`src/rtl/mem_port_arbiter.sv`:
```
// mem_port_arbiter: shares one variable-latency memory port
// between instruction fetch and load/store, one transaction at a time.
module mem_port_arbiter #(
  parameter int DATA_WIDTH = 32,
  parameter int ADDR_WIDTH = 32,
  parameter int LS_MAX     = 2
) (
  input  logic                  i_clk,
  input  logic                  i_rst_n,
  input  logic                  i_if_req,
  input  logic [ADDR_WIDTH-1:0] i_if_addr,
  output logic                  o_if_gnt,
  output logic                  o_if_rvalid,
  output logic [DATA_WIDTH-1:0] o_if_rdata,
  input  logic                  i_ls_req,
  input  logic                  i_ls_we,
  input  logic [3:0]            i_ls_be,
  input  logic [ADDR_WIDTH-1:0] i_ls_addr,
  input  logic [DATA_WIDTH-1:0] i_ls_wdata,
  output logic                  o_ls_gnt,
  output logic                  o_ls_rvalid,
  output logic [DATA_WIDTH-1:0] o_ls_rdata,
  output logic                  o_mem_req,
  output logic                  o_mem_we,
  output logic [3:0]            o_mem_be,
  output logic [ADDR_WIDTH-1:0] o_mem_addr,
  output logic [DATA_WIDTH-1:0] o_mem_wdata,
  input  logic                  i_mem_ack,
  input  logic [DATA_WIDTH-1:0] i_mem_rdata,
  output logic                  o_busy
);

  typedef enum logic [1:0] {
    S_IDLE = 2'd0,
    S_IF   = 2'd1,
    S_LS   = 2'd2
  } state_t;

  localparam logic [1:0] LS_LIM = 2'(LS_MAX);

  state_t     r_state;
  state_t     w_next;
  logic [1:0] r_streak;
  logic       w_ls_win;
  logic       w_if_win;
  logic       w_if_done;
  logic       w_ls_done;

  logic                  r_if_rvalid;
  logic                  r_ls_rvalid;
  logic [DATA_WIDTH-1:0] r_if_rdata;
  logic [DATA_WIDTH-1:0] r_ls_rdata;
  logic                  r_mem_we;
  logic [3:0]            r_mem_be;
  logic [ADDR_WIDTH-1:0] r_mem_addr;
  logic [DATA_WIDTH-1:0] r_mem_wdata;

  // State register
  always_ff @(posedge i_clk or negedge i_rst_n) begin
    if (!i_rst_n) r_state <= S_IDLE;
    else          r_state <= w_next;
  end

  // Arbitration in IDLE; wait for ack while busy
  always_comb begin
    w_next   = r_state;
    w_ls_win = 1'b0;
    w_if_win = 1'b0;
    unique case (r_state)
      S_IDLE: begin
        w_ls_win = i_ls_req &&
                   !(i_if_req && r_streak == LS_LIM);
        w_if_win = i_if_req && !w_ls_win;
        if (w_ls_win)      w_next = S_LS;
        else if (w_if_win) w_next = S_IF;
      end
      S_IF, S_LS: begin
        if (i_mem_ack) w_next = S_IDLE;
      end
      default: w_next = S_IDLE;
    endcase
  end

  assign w_if_done = (r_state == S_IF) && i_mem_ack;
  assign w_ls_done = (r_state == S_LS) && i_mem_ack;

  // Consecutive LS wins while IF waits; forces IF through at the limit
  always_ff @(posedge i_clk or negedge i_rst_n) begin
    if (!i_rst_n) begin
      r_streak <= 2'd0;
    end else if (w_ls_win) begin
      if (!i_if_req)               r_streak <= 2'd0;
      else if (r_streak != 2'd3)   r_streak <= r_streak + 2'd1;
    end else if (w_if_win) begin
      r_streak <= 2'd0;
    end
  end

  // Memory payload, latched on grant and frozen until the next one
  always_ff @(posedge i_clk or negedge i_rst_n) begin
    if (!i_rst_n) begin
      r_mem_we    <= 1'b0;
      r_mem_be    <= 4'h0;
      r_mem_addr  <= '0;
      r_mem_wdata <= '0;
    end else if (w_ls_win) begin
      r_mem_we    <= i_ls_we;
      r_mem_be    <= i_ls_be;
      r_mem_addr  <= i_ls_addr;
      r_mem_wdata <= i_ls_wdata;
    end else if (w_if_win) begin
      r_mem_we    <= 1'b0;
      r_mem_be    <= 4'hF;
      r_mem_addr  <= i_if_addr;
      r_mem_wdata <= '0;
    end
  end

  // Completion: capture data for the owner and pulse its rvalid
  always_ff @(posedge i_clk or negedge i_rst_n) begin
    if (!i_rst_n) begin
      r_if_rvalid <= 1'b0;
      r_ls_rvalid <= 1'b0;
      r_if_rdata  <= '0;
      r_ls_rdata  <= '0;
    end else begin
      r_if_rvalid <= w_if_done;
      r_ls_rvalid <= w_ls_done;
      if (w_if_done) r_if_rdata <= i_mem_rdata;
      if (w_ls_done) r_ls_rdata <= i_mem_rdata;
    end
  end

  assign o_if_gnt    = w_if_win;
  assign o_ls_gnt    = w_ls_win;
  assign o_if_rvalid = r_if_rvalid;
  assign o_ls_rvalid = r_ls_rvalid;
  assign o_if_rdata  = r_if_rdata;
  assign o_ls_rdata  = r_ls_rdata;
  assign o_mem_req   = (r_state != S_IDLE);
  assign o_mem_we    = r_mem_we;
  assign o_mem_be    = r_mem_be;
  assign o_mem_addr  = r_mem_addr;
  assign o_mem_wdata = r_mem_wdata;
  assign o_busy      = (r_state != S_IDLE);

endmodule

```
`config.mk`:
```
export PLATFORM = sky130hd
export DESIGN_NAME = mem_port_arbiter
export DESIGN_NICKNAME = d
export VERILOG_FILES = /design/src/rtl/mem_port_arbiter.sv
export SDC_FILE = /design/constraint.sdc
export NUM_CORES = 1
export LEC_CHECK = 0
export ABC_AREA = 1
export BUFFER_PORTS_ARGS = -buffer_cell sky130_fd_sc_hd__buf_2
export CORE_MARGIN = 3
export CORE_UTILIZATION = 45
export DETAILED_ROUTE_END_ITERATION = 12
export PLACE_DENSITY = 0.75
export SETUP_SLACK_MARGIN = 0.2
export SLEW_MARGIN = 0
export SYNTH_ARGS = -nofsm -noshare
export SYNTH_HDL_FRONTEND = slang
export SYNTH_SLANG_ARGS = --single-unit
```
`constraint.sdc`:
```
create_clock -name i_clk -period 1.7 [get_ports i_clk]
set_input_delay 0.085 -clock i_clk [delete_from_list [all_inputs] [get_ports i_clk]]
set_output_delay 0.085 -clock i_clk [all_outputs]
set_load 0.02 [all_outputs]
```
==> reports/qor.yml <==
slew_violations: 0
place_ws_ns: 0.0448
switching_share_pct: 41.8
place.detailed.hpwl_um: 10900
power_frac_seq_pct: 32.9
final_cells: 1237
grt_first_pass_wirelength_um: 33100
critPathArrivalTime_ns: 1.51
layout_common_cells: "buf_2 (273), nand2_1 (199), dfrtp_1 (139)"
insertion_delay_ns: 0.41
grt_pass1_vias: 6575
ant_nets: 0
netlist_instances: 640
grt-ovfl-total: 0
setup_viol: 0
wirelength_um: 20900
setup_ws_ns: 0.107
outcome: "finished, final reports clean"
crit_path_start_kind: "flop"
die_area_mm2: 0.0143
p_sw_mw: 7.40
clk_transition_reported_paths_ns: 0.06
portBuffers: 276
cp-end-kind: "output port"
pwr-share-comb_pct: 46.1
final_area_mm2: 0.00955
power_density_mw_per_mm2: 1850
drive_gt1_share_pct: 32.4
crit_type: "reg2out"
final_common_cell: "buf_2"
antenna_found_initial: 2
track_usage_pct: 29.3
dp_cells: 1059
initial_utilization_pct: 47.0
cap_violations: 0
period_needed_ns: 1.59
htree_levels: 4
core_mm2: 0.0123
rsz0062_at_grt: "true"
regToRegEndpoint: "o_mem_addr[9]$_DFFE_PN0P_"
placed_area_mm2: 0.00740
syn_to_final_growth_pct: 65.1
r2r_cells: 10
ys_seq_elements: 139
hold_violations: 0
p_clk_share_pct: 21.0
dieHeight_um: 119
rr_startpoint: "r_streak[0]$_DFFE_PN0P_"
yosysWarnings: 0
drt_iter0_drc: 636
cts_buffers: 17
fmax_mhz: 628
p_int_mw: 10.3
tns_ns: 0
row_count: 40
grt_max_degree: 74
avgViaCountPerCell: 5.03
critPathRequiredTime_ns: 1.62
hp-class: "in2async"
cts_tree: "done"
tightest_slew_ns: 0.393
peakVddDrop_mv: 0.899
nets: 1198
synthesis.area_mm2: 0.00579
dr.pass1.iters: 7
place.gp.congestion: 0.816
clkSinkCount: 139
routedWlPerCell_um: 16.9
avgSynthCellArea_um2: 9.04
cp_max_fo: 2
yosysSeqAreaShare_pct: 60.1
post-route-util_pct: 77.6
drc: 0
vias: 6220
period_share_pct: 93.7
dieWidth_um: 119
clk_path_buf_depth: 2
synth_fp_nets: 783
io_pins: 277
relSlewSlack_pct: 73.6
ff2ff_setup_slack_ns: 0.16
synth.distinct_cells: 21
p_leak_nw: 5.40
root_buffer: "clkbuf_16"
finClkSkew_ns: 0.00715
==> per-layer routing <==
layer | GRT usage (%) | wire length (µm) | up-vias
li1 | - | - | 2823
met1 | 33.7 | 7470 | 2898
met2 | 48.7 | 10300 | 414
met3 | 8.50 | 1990 | 85
met4 | 17.0 | 1050 | 0
met5 | 0 | 0 | -
==> cell type report <==
class                           count  area, µm²
Sequential cell                   139       3480
Timing Repair Buffer              431       3080
Fill cell                         733       2760
Multi-Input combinational cell    354       1760
Clock buffer                       20        457
Inverter                          112        423
Tap cell                          168        210
Clock inverter                     11        143
Antenna cell                        2       5.00
==> repair_timing <==
item,CTS,global route
buffers inserted,7,4
endpoints found under the hold margin,271,0
hold buffers,131,0
resized for setup,16,7
pin swaps,4,4
endpoints found under the setup margin,75,65
cloned,2,1
==> synth_stat cells, drive strengths merged <==
cell	number	area [µm²]
ha	5	62.6
nand2	204	768
inv	112	420
o21bai	1	7.51
clkbuf	12	45.0
nand3	33	170
nor2	3	13.8
o22ai	4	25.0
nand4	3	18.8
buf	23	143
a22o	33	289
dfrtp	139	3480
o21ai	68	344
==> critical path, stage by stage (launching register included) <==
cell,delay [ns]
dfrtp_1,0.37
inv_2,0.07
ha_4,0.17
nand2_4,0.08
nand2_4,0.06
nor2_4,0.13
buf_12,0.12
buf_8,0.10
==> how the worst max path moves through the flow <==
| stage | to | start | depth (start not counted) |
|---|---|---|---|
| global placement | o_mem_addr[4]$_DFFE_PN0P_ | r_state[0]$_DFFE_PN0P_ | 8 |
| floorplan | o_mem_addr[27]$_DFFE_PN0P_ | r_state[0]$_DFFE_PN0P_ | 8 |
| global route | o_ls_gnt | r_streak[0]$_DFFE_PN0P_ | 7 |
| CTS | o_ls_gnt | r_streak[1]$_DFFE_PN0P_ | 6 |
| detailed placement | o_mem_addr[0]$_DFFE_PN0P_ | r_state[0]$_DFFE_PN0P_ | 8 |
| finish | o_ls_gnt | r_streak[0]$_DFFE_PN0P_ | 7 |
==> registers in the layout, indices dropped and copies added, names as in the netlist <==
name / flops
o_if_rvalid: 1
o_mem_be: 4
o_ls_rdata: 32
r_streak: 2
o_ls_rvalid: 1
o_mem_we: 1
o_mem_addr: 32
o_mem_wdata: 32
o_if_rdata: 32
r_state: 2
==> power groups by stage <==
stage	registers [mW]	logic, mW	clock network (mW)
3_5_place_dp	5.72	7.20	0
3_3_place_gp	5.73	7.04	0
5_1_grt	5.97	8.74	3.95
6_report	5.81	8.17	3.72
4_1_cts	5.74	7.78	3.80
2_1_floorplan	7.63	2.57	0
==> cell families (layout without fill, tap and decap cells) <==
logic type / Yosys count / count (layout) / synth area share (%)
simple gates: 243 / 243 / 16.8
buf+inv: 147 / 574 / 10.5
flops: 139 / 139 / 60.1
compound gates: 106 / 106 / 11.5
fa+ha+maj: 5 / 5 / 1.08
other cells: 0 / 2 / 0
==> stage by stage <==
| stage | hold slack (ns) | total power [mW] |
|---|---|---|
| 5_1_grt | 0.0223 | 18.7 |
| 3_3_place_gp | -0.129 | 12.8 |
| 4_1_cts | 0.00198 | 17.3 |
| 6_report | 0.0281 | 17.7 |
| 2_1_floorplan | -0.211 | 10.2 |
| 3_5_place_dp | -0.129 | 12.9 |
Note: power is estimated with default switching activity, not from simulation.
